`src/rtl/vga_pkg.sv`:
```
// rtl/vga_pkg.sv - shared 640x480 raster constants and timing-recovery state encoding
package vga_pkg;

    localparam int VGA_H_SYNC  = 96;
    localparam int VGA_H_BACK  = 48;
    localparam int VGA_H_ACT   = 640;
    localparam int VGA_H_TOTAL = 800;
    localparam int VGA_V_SYNC  = 2;
    localparam int VGA_V_BACK  = 33;
    localparam int VGA_V_ACT   = 480;
    localparam int VGA_V_TOTAL = 525;

    localparam logic [10:0] H_CNT_MAX = 11'd2047;
    localparam logic [10:0] V_CNT_MAX = 11'd1023;

    typedef enum logic [1:0] {
        ST_SEARCH,
        ST_CHECK,
        ST_LOCKED
    } vga_state_t;

    function automatic logic [10:0] sat_inc(input logic [10:0] value, input logic [10:0] limit);
        return (value == limit) ? value : value + 11'd1;
    endfunction

endpackage

```
`src/rtl/vga_sync_edge.sv`:
```
// rtl/vga_sync_edge.sv - input register and falling-edge detect for one active-low sync line
module vga_sync_edge (
    input  logic clk,
    input  logic rst,
    input  logic sync,
    output logic fall
);

    logic sync_q;
    logic sync_prev;

    // History resets high so a sync line already low after reset is not seen as an edge.
    always_ff @(posedge clk) begin
        if (rst) begin
            sync_q    <= 1'b1;
            sync_prev <= 1'b1;
        end else begin
            sync_prev <= sync_q;
            sync_q    <= sync;
        end
    end

    assign fall = sync_prev & ~sync_q;

endmodule

```
`src/rtl/vga_rx_timing.sv`:
```
// rtl/vga_rx_timing.sv - VGA sink timing recovery: raster measurement, lock and pixel coordinates
module vga_rx_timing
    import vga_pkg::*;
#(
    parameter int H_SYNC      = VGA_H_SYNC,
    parameter int H_BACK      = VGA_H_BACK,
    parameter int H_ACT       = VGA_H_ACT,
    parameter int H_TOTAL     = VGA_H_TOTAL,
    parameter int V_SYNC      = VGA_V_SYNC,
    parameter int V_BACK      = VGA_V_BACK,
    parameter int V_ACT       = VGA_V_ACT,
    parameter int V_TOTAL     = VGA_V_TOTAL,
    parameter int LOCK_FRAMES = 2
) (
    input  logic       clk,
    input  logic       rst,
    input  logic       hsync,
    input  logic       vsync,
    input  logic [7:0] rgb_r,
    input  logic [7:0] rgb_g,
    input  logic [7:0] rgb_b,
    output logic       pix_valid,
    output logic [9:0] pix_x,
    output logic [9:0] pix_y,
    output logic [7:0] pix_r,
    output logic [7:0] pix_g,
    output logic [7:0] pix_b,
    output logic       sof,
    output logic       locked,
    output logic       err
);

    localparam logic [10:0] H_START = 11'(H_SYNC + H_BACK);
    localparam logic [10:0] H_END   = 11'(H_SYNC + H_BACK + H_ACT);
    localparam logic [10:0] V_START = 11'(V_SYNC + V_BACK);
    localparam logic [10:0] V_END   = 11'(V_SYNC + V_BACK + V_ACT);
    localparam logic [10:0] H_LAST  = 11'(H_TOTAL - 1);
    localparam logic [10:0] V_LAST  = 11'(V_TOTAL - 1);
    localparam logic [3:0]  LOCK_N  = 4'(LOCK_FRAMES);

    logic        hs_fall, vs_fall;
    logic [7:0]  r_q, g_q, b_q;
    logic [10:0] h_cnt, v_cnt, h_next, v_next, h_off, v_off;
    logic        frame_pend;
    logic [3:0]  good_cnt, good_next;
    vga_state_t  state, state_next;
    logic        line_start, frame_start, mismatch, in_win, valid_next;

    vga_sync_edge u_hs_edge (.clk(clk), .rst(rst), .sync(hsync), .fall(hs_fall));
    vga_sync_edge u_vs_edge (.clk(clk), .rst(rst), .sync(vsync), .fall(vs_fall));

    // h_next/v_next are the raster position of the sample currently in the input register;
    // h_cnt/v_cnt therefore hold the position of the previous sample when checks run.
    always_comb begin
        line_start  = hs_fall;
        frame_start = hs_fall && (frame_pend || vs_fall);
        h_next      = line_start ? 11'd0 : sat_inc(h_cnt, H_CNT_MAX);
        if (frame_start)     v_next = 11'd0;
        else if (line_start) v_next = sat_inc(v_cnt, V_CNT_MAX);
        else                 v_next = v_cnt;

        mismatch = (line_start && (h_cnt != H_LAST))
                || (frame_start && (v_cnt != V_LAST))
                || (h_cnt == H_CNT_MAX) || (v_cnt == V_CNT_MAX);

        state_next = state;
        good_next  = good_cnt;
        case (state)
            ST_SEARCH: if (frame_start) begin
                state_next = ST_CHECK;
                good_next  = 4'd0;
            end
            ST_CHECK: if (mismatch) begin
                state_next = ST_SEARCH;
            end else if (frame_start) begin
                if (good_cnt + 4'd1 >= LOCK_N) state_next = ST_LOCKED;
                else                           good_next  = good_cnt + 4'd1;
            end
            ST_LOCKED: if (mismatch) state_next = ST_SEARCH;
            default:   state_next = ST_SEARCH;
        endcase

        h_off      = h_next - H_START;
        v_off      = v_next - V_START;
        in_win     = (h_next >= H_START) && (h_next < H_END) && (v_next >= V_START) && (v_next < V_END);
        valid_next = (state_next == ST_LOCKED) && in_win;
    end

    always_ff @(posedge clk) begin
        if (rst) begin
            r_q        <= 8'd0;
            g_q        <= 8'd0;
            b_q        <= 8'd0;
            h_cnt      <= 11'd0;
            v_cnt      <= 11'd0;
            frame_pend <= 1'b0;
            good_cnt   <= 4'd0;
            state      <= ST_SEARCH;
            pix_valid  <= 1'b0;
            pix_x      <= 10'd0;
            pix_y      <= 10'd0;
            pix_r      <= 8'd0;
            pix_g      <= 8'd0;
            pix_b      <= 8'd0;
            sof        <= 1'b0;
            locked     <= 1'b0;
            err        <= 1'b0;
        end else begin
            r_q        <= rgb_r;
            g_q        <= rgb_g;
            b_q        <= rgb_b;
            h_cnt      <= h_next;
            v_cnt      <= v_next;
            frame_pend <= line_start ? 1'b0 : (frame_pend | vs_fall);
            good_cnt   <= good_next;
            state      <= state_next;
            locked     <= (state_next == ST_LOCKED);
            err        <= (state != ST_SEARCH) && mismatch;
            pix_valid  <= valid_next;
            sof        <= valid_next && (h_next == H_START) && (v_next == V_START);
            if (valid_next) begin
                pix_x <= h_off[9:0];
                pix_y <= v_off[9:0];
                pix_r <= r_q;
                pix_g <= g_q;
                pix_b <= b_q;
            end
        end
    end

endmodule

```
`config.mk`:
```
export PLATFORM = sky130hd
export DESIGN_NAME = vga_rx_timing
export DESIGN_NICKNAME = d
export VERILOG_FILES = /design/src/rtl/vga_pkg.sv /design/src/rtl/vga_sync_edge.sv /design/src/rtl/vga_rx_timing.sv
export SDC_FILE = /design/constraint.sdc
export NUM_CORES = 1
export LEC_CHECK = 0
export ABC_AREA = 1
export BUFFER_PORTS_ARGS = -buffer_cell sky130_fd_sc_hd__buf_2
export CELL_PAD_IN_SITES_DETAIL_PLACEMENT = 1
export CELL_PAD_IN_SITES_GLOBAL_PLACEMENT = 2
export CORE_UTILIZATION = 33
export DETAILED_ROUTE_END_ITERATION = 16
export GPL_TIMING_DRIVEN = 0
export HOLD_SLACK_MARGIN = 0.12
export PLACE_DENSITY = 0.83
export SLEW_MARGIN = 20
export SYNTH_ARGS = -nofsm -noshare
export SYNTH_HDL_FRONTEND = slang
export SYNTH_SLANG_ARGS = --single-unit
```
`constraint.sdc`:
```
create_clock -name clk -period 4.77 [get_ports clk]
set_input_delay 0.7155 -clock clk [delete_from_list [all_inputs] [get_ports clk]]
set_output_delay 0.7155 -clock clk [all_outputs]
set_load 0.02 [all_outputs]
```
## After elaboration in Yosys (flattened, before gate mapping)

Cells that the tools add are included.

- Logic and storage cells: 84
- Flip-flop bits (word level): 105
- Output and inout bits: 48
- Input bits: 28

- Muxes and demuxes: 16
- Add/sub/neg operators: 5
- Equal/unequal tests: 13
- Reduce and logical (&&, ||, !) cells: 19
- $lt $le $gt $ge: 5
- Bitwise gates (word level): 5

Operators by type and width:

| kind | number |
|---|---|
| 11-bit two-way mux | 5 |
| 11-bit by 1-bit adder with 11-bit output (second input constant) | 2 |
| 11-bit by 10-bit less-than comparator with 1-bit output (second input constant) | 2 |
| 11-bit by 10-bit != test with 1-bit output (second input constant) | 2 |
| 4-bit two-way mux | 4 |
| 11-bit by 10-bit == test with 1-bit output (second input constant) | 1 |
| 11-bit == test (second input constant) | 1 |
| 11-bit by 6-bit == test with 1-bit output (second input constant) | 1 |
| 11-bit by 8-bit == test with 1-bit output (second input constant) | 1 |
| 11-bit by 6-bit >= comparator with 1-bit output (second input constant) | 1 |
| 11-bit by 8-bit >= comparator with 1-bit output (second input constant) | 1 |
| 1-bit logical AND | 10 |
| 2-bit two-way mux | 5 |
| 10-bit by 6-bit subtractor with 10-bit output (second input constant) | 1 |
| 10-bit by 8-bit subtractor with 10-bit output (second input constant) | 1 |
| 2-bit != test (second input constant) | 4 |
| 4-bit one-hot mux with 2 select lines | 1 |
| 2-bit one-hot mux with 3 select lines | 1 |
| 5-bit AND reduction | 1 |
| 4-bit by 1-bit adder with 4-bit output (second input constant) | 1 |
| 2-bit == test (second input constant) | 2 |
| 4-bit by 2-bit >= comparator with 1-bit output (second input constant) | 1 |
| 1-bit logical OR | 4 |
| 2-bit nonzero test | 2 |
| other kinds (6) | 8 |

## Depth between registers and ports, before layout

Gate-level depths: netlist of the first run.

- Word-level depth: 14
- Gate-level depth with buffers: 19
- Gate-level depth less buffers: 19

## Modules after synthesis

A second synthesis of the first run with hierarchy kept.

- Cells, all modules: 714
- Area, all modules: 5282.6 um^2

Modules (own cells, without submodules):

| module | area an instance (um^2) | times used | cells an instance | seq. area each (um^2) |
|---|---|---|---|---|
| vga_rx_timing | 5149.9 | 1 | 696 | 2021.9 |
| vga_sync_edge | 66.3 | 2 | 9 | 40.0 |

## Least setup slack after synthesis of the first run

No wires, ideal clock.

- Kind: flip-flop to flip-flop
- Start point: register h_cnt[0]
- End point: register pix_x[2]
- Setup time: 0.062 ns
- Setup slack: 2.223 ns
- Clock period less this slack: 2.547 ns
- Buffers on the path: 3
- Data arrival time: 2.484 ns
- Required time: 4.708 ns
- Cell stages (with the launch flop): 20
- Cell sequence: dfxtp_1 > ha_1 > nand2_1 > nor2_2 > nand3_1 > buf_4 > o21ai_1 > nand2_1 > inv_1 > ha_1 > nand4_1 > nor2_1 > nand2_1 > nand3b_1 > nand3_2 > nor2_4 > buf_6 > buf_8 > nor2_2 > nor2_2

- Elaborated cells between the ends (all ways): 20
- Those cells by class: add/sub: 2; order compare: 2; eq/ne: 3; mux: 5; reduce/logical: 8

RTL lines:

| item | RTL line | source |
|---|---|---|
| from (decl) | vga_rx_timing.sv:43 | `logic [10:0] h_cnt, v_cnt, h_next, v_next, h_off, v_off;` |
| from (signal assigned) | vga_rx_timing.sv:112 | `h_cnt <= h_next;` |
| 11-bit by 1-bit adder with 11-bit output / 11-bit == test (equally long branches) | vga_pkg.sv:23 | `return (value == limit) ? value : value + 11'd1;` |
| 11-bit two-way mux (*) | vga_pkg.sv:23 |  |
| 11-bit two-way mux (*) | vga_rx_timing.sv:57 | `h_next = line_start ? 11'd0 : sat_inc(h_cnt, H_CNT_MAX);` |
| via h_next[4] | vga_rx_timing.sv:43 |  |
| 11-bit by 8-bit >= comparator with 1-bit output / 11-bit by 10-bit less-than comparator with 1-bit output (equally long branches) | vga_rx_timing.sv:85 | `in_win = (h_next >= H_START) && (h_next < H_END) && (v_next >= V_START) && (v_next < V_END);` |
| 1-bit logical AND (*) (3 in a row) | vga_rx_timing.sv:85 |  |
| 1-bit logical AND (*) | vga_rx_timing.sv:86 | `valid_next = (state_next == ST_LOCKED) && in_win;` |
| to (signal assigned) | vga_rx_timing.sv:122 | `pix_x <= h_off[9:0];` |
| to (decl) | vga_rx_timing.sv:23 | `output logic [9:0] pix_x,` |

The timed path passes the listed nets; every way through them passes the cells marked *.
A chain may end at the register's enable or synchronous reset.

## Final worst setup path of the first run

- Start point: register h_cnt[0]
- End point: register pix_x[3]

The elaborated chain is that of the path after synthesis.

==> results of run 1 <==
## Yosys cell counts, drive strengths merged
library cell,instances,area share
nor2,172,0.15
a21oi,9,0.010
clkinv,1,0.00077
ha,8,0.021
nand3,44,0.051
or2,3,0.0039
dfxtp,105,0.43
buf,13,0.017
o21ai,12,0.012
nand3b,4,0.0062
xor2,9,0.016
xnor2,5,0.0090
nand2,203,0.16
or3,1,0.0013
clkbuf,11,0.0085
nand4,5,0.0064
nor3,9,0.0093
inv,106,0.082
o21bai,1,0.0015
## worst reg2reg max path: stages (launching register included)
cell,delay (ns)
dfxtp_1,0.45
ha_1,0.25
nand2_1,0.12
nor2_2,0.19
nand3_1,0.13
buf_4,0.19
o21ai_1,0.08
nand2_1,0.15
inv_1,0.13
ha_1,0.15
nand4_1,0.10
nor2_1,0.16
nand2_1,0.10
nand3b_1,0.11
nand3_2,0.10
nor2_4,0.20
buf_2,0.28
nand2_1,0.08
nand2_1,0.08
nor2_2,0.04
## sequential cells by signal (all words and copies together), names as in the netlist, 2 cells and up
signal	count
b_q	8
v_cnt	11
pix_x	10
r_q	8
pix_b	8
state	2
h_cnt	11
pix_y	10
good_cnt	4
pix_g	8
pix_r	8
g_q	8
## how the worst max path moves through the flow
stage	start	endpoint	slack [ns]	cells past startpoint
after global routing	h_cnt[0]$_SDFF_PP0_	pix_g[4]$_SDFFE_PP0P_	1.26	19
final	h_cnt[0]$_SDFF_PP0_	pix_x[3]$_SDFFE_PP0P_	1.58	19
after detailed placement	h_cnt[0]$_SDFF_PP0_	pix_x[3]$_SDFFE_PP0P_	1.56	19
after floorplan	h_cnt[0]$_SDFF_PP0_	pix_x[2]$_SDFFE_PP0P_	2.22	19
after CTS	h_cnt[0]$_SDFF_PP0_	pix_x[3]$_SDFFE_PP0P_	1.54	19
after global placement	h_cnt[0]$_SDFF_PP0_	pix_x[2]$_SDFFE_PP0P_	1.65	19
## routing by layer
metal / global-route usage / up-vias
met4: 0.0497 / 0
met5: 0 / -
met2: 0.330 / 50
met3: 0.0443 / 9
li1: - / 2318
met1: 0.223 / 2047
## area by class of cell
type / count / area, µm² / area share
well taps: 180 / 225 / 0.0394
inverters: 107 / 402 / 0.0702
clock buffers: 12 / 246 / 0.0431
multi-input cells: 485 / 2220 / 0.389
plain buffers: 24 / 123 / 0.0214
clock inverters: 3 / 26.3 / 0.00460
flip-flops and latches: 105 / 2100 / 0.368
repair buffers: 74 / 370 / 0.0648
## cells by family (layout without fill, tap and decap cells)
family / count (synthesis) / count (layout) / synth area share
compound gates: 22 / 22 / 0.0240
xor+xnor: 14 / 14 / 0.0253
fa+ha+maj: 8 / 8 / 0.0206
flops: 105 / 105 / 0.433
simple gates: 441 / 441 / 0.389
buf+inv: 131 / 220 / 0.108
## metrics by stage
stage,worst slack (ns),area [µm²]
global route,1.26,5720
global placement,1.65,5450
detailed placement,1.56,5450
CTS,1.54,5720
floorplan,2.22,4850
finish,1.58,5720
## power breakdown
group / switching, µW / internal [µW]
logic: 114 / 59.4
clock network: 335 / 370
registers: 13.8 / 897
## cells in the final DEF (no fill, tap or decap), drive strengths merged, types with 4 or more instances in the layout
cell    count
nand3      44
nor3        9
clkbuf     23
nand4       5
xor2        9
a21oi       9
nand3b      4
dfxtp     105
buf        87
inv       107
nor2      172
xnor2       5
nand2     203
o21ai      12
ha          8
==> summary.txt, run 1 <==
Min path
  • Hold Crit Depth: 2
  • Worst hold path startpoint: u_vs_edge.sync_q$_SDFF_PP1_
  • Worst hold path class: flip-flop to flip-flop
  • Endpoint with the worst hold slack: u_vs_edge.sync_prev$_SDFF_PP1_

Timing
  • Clock period minus worst slack: 3.19 ns
  • Max-slew violation count: 0
  • Slew margin rel.: 0.498
  • Setup TNS: 0 ns
  • Least-Margin Pin Slew: 0.752 ns
  • RSZ-0062 raised after global routing: false
  • Setup clock skew after layout: 0.00531 ns
  • Minimum hold slack: 0.423 ns
  • Final-report hold violation count: 0
  • Post-route clock period utilization: 0.670
  • Max Fclk: 313 MHz
  • Final setup violation count: 0

Outcome
  • Status: complete, no violations

Clocking
  • CTS sink count: 105
  • Number of hold buffers added after cts: 0
  • Clock buffer count from CTS: 9
  • H-Tree Level Count: 3
  • Post-CTS setup-driven buffer insertion count: 0
  • Root Buffer Master: clkbuf_16
  • CTS-repair resized insts: 0
  • TritonCTS clock tree: built
  • Maximum root-to-sink buffer count: 2
  • Clock-pin slew reported for the worst setup and hold paths after clock tree synthesis: 0.07 ns
  • Clock latency of the later-clocked register in the worst-skew pair: 0.35 ns

Global route
  • Maximum number of pins on one net before global-route repair: 17
  • Via count of the first global-routing pass: 4,508
  • Global-route wire length before repair: 21,600 µm
  • Initial antenna violation count: 0
  • GRT Overall Usage: 0.186
  • Global route total overflow: 0

Cells and area
  • Filler cell count in the final layout: 1,874
  • Fraction of the core area covered by cells at the end of the flow: 0.406
  • Fin cells: 990
  • Number of inserted diodes: 0
  • Number of nets in the finished design: 842
  • Post-synthesis to final-layout area growth: 17.9%
  • Fraction of layout cells with a size suffix above 1: 0.175

Worst setup path
  • Most frequent CP cell: nand2_1
  • Crit-path max cell delay: 0.45 ns
  • Worst reg2reg path startpoint: h_cnt[0]$_SDFF_PP0_
  • Startpoint kind of the worst setup timing path: flip-flop
  • Classification of the worst setup path: flip-flop to flip-flop
  • End of the worst register-to-register path: pix_x[3]$_SDFFE_PP0P_
  • Critical Path Slowest Stage Cell: dfxtp_1
  • Critical path fanouts, max: 10
  • Cell class contributing the biggest share of worst-path delay: simple AND/OR/NAND/NOR gates
  • Worst Path Arrival: ~3.4 ns
  • Worst reg-to-reg setup slack: around 1.6 ns
  • Cells along the critical path: ha_1, nand2_1, nor2_2, nand3_1, buf_4, o21ai_1, nand2_1, inv_1, ha_1, nand4_1, nor2_1, nand2_1, nand3b_1, nand3_2, nor2_4, buf_2, nand2_1, nand2_1, nor2_2
  • Number of buffer and inverter instances along the worst setup path: 3
  • Register-to-Register Path Depth: 19
  • Required time of the critical path: approximately 5 ns
  • Worst setup EP type: flip-flop

Place
  • Weighted congestion reported at the end of routability-driven placement: 0.801
  • # placed instances: just under 1,000
  • Number of port buffers: 74
  • Post-detail-place hpwl: 9760 µm

Floorplanning
  • Vertical die dimension: 123 µm
  • Top-level port count: 76
  • Initial core utilization: 0.344
  • Row count: 43
  • Die extent in x: 123 µm
  • Area enclosed by the die boundary: 0.0152 mm²
  • Core Footprint: 0.0141 mm²

Power and ir drop
  • Total power draw: 1790 µW
  • Static Leak: 0.00291 µW
  • Cell Pwr Density: 313 mW/mm²
  • Worst ir drop on vdd: 0.181 mV

Route
  • Average routed wire per standard cell: 13.1 µm
  • Wl on met1: approximately 6200 µm
  • DR DRC count: 0
  • DRT antenna net count: 0
  • Total via count after detailed routing: 4,424
  • Avg Vias per Cell: between 4 and 5
  • Max layer used: met4
  • Final Routed Wirelength: 12,900 µm
  • Routed met3 length: approximately 350 µm
  • Detailed router's first-iteration violation count: 143
  • Met2 Wirelength: 6320 µm
  • Number of search-and-repair iterations in the first detailed-routing pass: 4

Logic synthesis
  • Total nets after synthesis: 757
  • Unique masters post-synth: 32
  • Post-synthesis register bit count: 105
  • Gate count of the mapped netlist: 721
  • Sequential fraction of the synthesis area: 0.433
  • Post-Syn Area: 0.00485 mm²
  • Synthesis Warnings: 0
  • Per-instance average area after synthesis: 6.73 µm²

Run
  • Max capacitance violation total: 0
(Power assumes the default switching activity.)
==> run 2, diff against run 1 <==
--- a/config.mk
+++ b/config.mk
@@ -9,11 +9,11 @@
 export BUFFER_PORTS_ARGS = -buffer_cell sky130_fd_sc_hd__buf_2
 export CELL_PAD_IN_SITES_DETAIL_PLACEMENT = 1
 export CELL_PAD_IN_SITES_GLOBAL_PLACEMENT = 2
-export CORE_UTILIZATION = 33
+export CORE_UTILIZATION = 28
 export DETAILED_ROUTE_END_ITERATION = 16
 export GPL_TIMING_DRIVEN = 0
 export HOLD_SLACK_MARGIN = 0.12
-export PLACE_DENSITY = 0.83
+export PLACE_DENSITY = 0.75
 export SLEW_MARGIN = 20
 export SYNTH_ARGS = -nofsm -noshare
 export SYNTH_HDL_FRONTEND = slang
==> constraint.sdc (replaced) <==
create_clock -name clk -period 2.9 [get_ports clk]
set_input_delay 0.435 -clock clk [delete_from_list [all_inputs] [get_ports clk]]
set_output_delay 0.435 -clock clk [all_outputs]
set_load 0.02 [all_outputs]
==> run 2 against run 1 <==
First-iteration DRC count down 14%. Total power increased by 66%. Clock power rose by 67%. Final cell count up 6.0%. Combinational power grew 71%. Global-route usage shrank 2.8 points. Cell area rose by 5.4%.
==> summary.txt, run 2 (synthesized netlist as in run 1, its figures left out) <==
Run
  • Max capacitance violation total: 0

Cells and area
  • Commonest non-fill, non-tap cells in the layout: nand2_1, nor2_1, inv_1, dfxtp_1, buf_2
  • Registers with the highest flip-flop counts: h_cnt x11, v_cnt x11
  • Total area of multi-input combinational cells: 0.00229 mm²
  • Leading cell type in the layout, fill and taps excluded: nand2_1
  • Fraction of layout cells with a size suffix above 1: 0.215
  • Post-synthesis to final-layout area growth: 24.3%
  • Number of inserted diodes: 0
  • Filler cell count in the final layout: approximately 2,200
  • Fin cells: between 1,000 and 1,500
  • Sequential standard cell area: 0.00212 mm²
  • Number of nets in the finished design: 860
  • Design Area, Final: 0.00603 mm²

Route
  • Number of search-and-repair iterations in the first detailed-routing pass: 4
  • DRT antenna net count: 0
  • Detailed router's first-iteration violation count: 123
  • Total via count after detailed routing: 4,554
  • Average routed wire per standard cell: 13.0 µm
  • Final Routed Wirelength: 13,600 µm
  • Avg Vias per Cell: 4.34
  • DR DRC count: 0

Floorplanning
  • Top-level port count: 76
  • Row count: 47
  • Die extent in x: between 100 and 150 µm
  • Area enclosed by the die boundary: between 0.015 and 0.02 mm²
  • Initial core utilization: 0.289
  • Core Footprint: 0.0168 mm²
  • Vertical die dimension: about 130 µm

Clocking
  • Clock-pin slew reported for the worst setup and hold paths after clock tree synthesis: 0.07 ns
  • Clock latency of the later-clocked register in the worst-skew pair: ~0.36 ns
  • H-Tree Level Count: 3
  • Clock buffer count from CTS: 9
  • TritonCTS clock tree: built
  • CTS sink count: 105
  • Maximum root-to-sink buffer count: 2
  • Root Buffer Master: clkbuf_16

Worst setup path
  • Crit-path max cell delay: 0.41 ns
  • Worst Path Arrival: 2.97 ns
  • Cells along the critical path: ha_4, inv_1, nor2_4, buf_4, nand3_2, buf_4, nand2_1, nor2_1, nand3b_1, a21oi_1, nand3_2, nor2_4, buf_6, buf_12, nand2_1, nand2_1, nor2_1
  • Required time of the critical path: 3.15 ns
  • Critical Path Slowest Stage Cell: nor2_1
  • Startpoint kind of the worst setup timing path: flip-flop
  • Classification of the worst setup path: flip-flop to flip-flop
  • Worst setup EP type: flip-flop
  • Cell class contributing the biggest share of worst-path delay: simple AND/OR/NAND/NOR gates
  • Critical path fanouts, max: 8
  • Number of buffer and inverter instances along the worst setup path: 5
  • Most frequent CP cell: nand2_1

Timing
  • Max-slew violation count: 0
  • Final setup violation count: 0
  • Minimum hold slack: 0.256 ns
  • Post-route clock period utilization: 0.937
  • Least-Margin Pin Slew: 0.819 ns
  • Slew margin rel.: 0.454
  • Clock period minus worst slack: about 2.7 ns
  • Setup clock skew after layout: between 0.008 and 0.009 ns
  • Final-report hold violation count: 0
  • Setup WS post-layout: 0.182 ns
  • Max Fclk: 368 MHz

Power and ir drop
  • Worst ir drop on vdd: 0.268 mV
  • Static Leak: just over 0.003 µW
  • Cell Pwr Density: 494 mW/mm²

Place
  • Weighted congestion reported at the end of routability-driven placement: 0.815
  • Placed cell areas: ~0.0055 mm²
  • Number of port buffers: 74
  • # placed instances: 1,015
  • Setup Slack @ Placement: -0.321 ns
  • Post-detail-place hpwl: 10,300 µm

Outcome
  • Status: complete, no violations

Global route
  • Maximum number of pins on one net before global-route repair: 17
  • Global-route wire length before repair: 22,200 µm
  • Via count of the first global-routing pass: 4,556
  • Initial antenna violation count: 0
  • GRT Overall Usage: 0.157
  • Global route total overflow: 0

Min path
  • Worst hold path class: input port to flip-flop
run 2: path summary, 6_finish.rpt:
check | endpoint | cells after the start | slack [ns] | from
max | pix_r[7]$_SDFFE_PP0P_ | 17 | 0.18 | v_cnt[0]$_SDFF_PP0_
min | u_hs_edge.sync_q$_SDFF_PP1_ | 2 | 0.26 | hsync
max reg2reg | pix_r[7]$_SDFFE_PP0P_ | 17 | 0.18 | v_cnt[0]$_SDFF_PP0_
min reg2reg | u_vs_edge.sync_prev$_SDFF_PP1_ | 2 | 0.43 | u_vs_edge.sync_q$_SDFF_PP1_
run 2: area by class of cell:
cell class | count | area share
clock inverter | 3 | 0.00374
buffer | 24 | 0.0241
tap | 220 | 0.0457
multi-input combinational | 486 | 0.380
timing repair buffer | 91 | 0.0847
inverter | 107 | 0.0666
sequential | 105 | 0.352
clock buffer | 13 | 0.0432
run 2: timing repair:
item / in CTS / in global routing
resized for setup: 17 / 16
hold buffers: 0 / 0
pin swaps: 3 / 8
setup endpoints to repair: 46 / 46
setup buffers: 5 / 12
gates cloned: 0 / 1
run 2: stage by stage:
step	utilization	total power, µW	TNS (ns)
2_1_floorplan	-	1730	0
3_3_place_gp	0.328	1810	-10.05
3_5_place_dp	0.328	1820	-13.12
4_1_cts	0.351	3020	0
5_1_grt	0.360	3130	-0.00173
6_report	0.360	2980	0
run 2: worst register-to-register path, stage by stage (launching register included):
cell,delay [ns]
dfxtp_4,0.37
ha_4,0.17
inv_1,0.08
nor2_4,0.06
buf_4,0.13
nand3_2,0.13
buf_4,0.13
nand2_1,0.04
nor2_1,0.41
nand3b_1,0.15
a21oi_1,0.19
nand3_2,0.11
nor2_4,0.23
buf_6,0.18
buf_12,0.11
nand2_1,0.04
nand2_1,0.05
nor2_1,0.05
run 2: where the power goes:
part           leakage (µW)  total (µW)  internal [µW]  switching [µW]
registers          0.000859        1500           1480            24.5
logic               0.00202         296            104             192
clock network      0.000141        1180            635             546
total               0.00302        2980           2220             762
run 2: metal layers:
layer,GRT usage,vias up,part of all wire
li1,-,2355,-
met1,0.193,2125,0.47
met2,0.275,60,0.49
met3,0.0331,14,0.029
met4,0.0480,0,0.013
met5,0,-,0
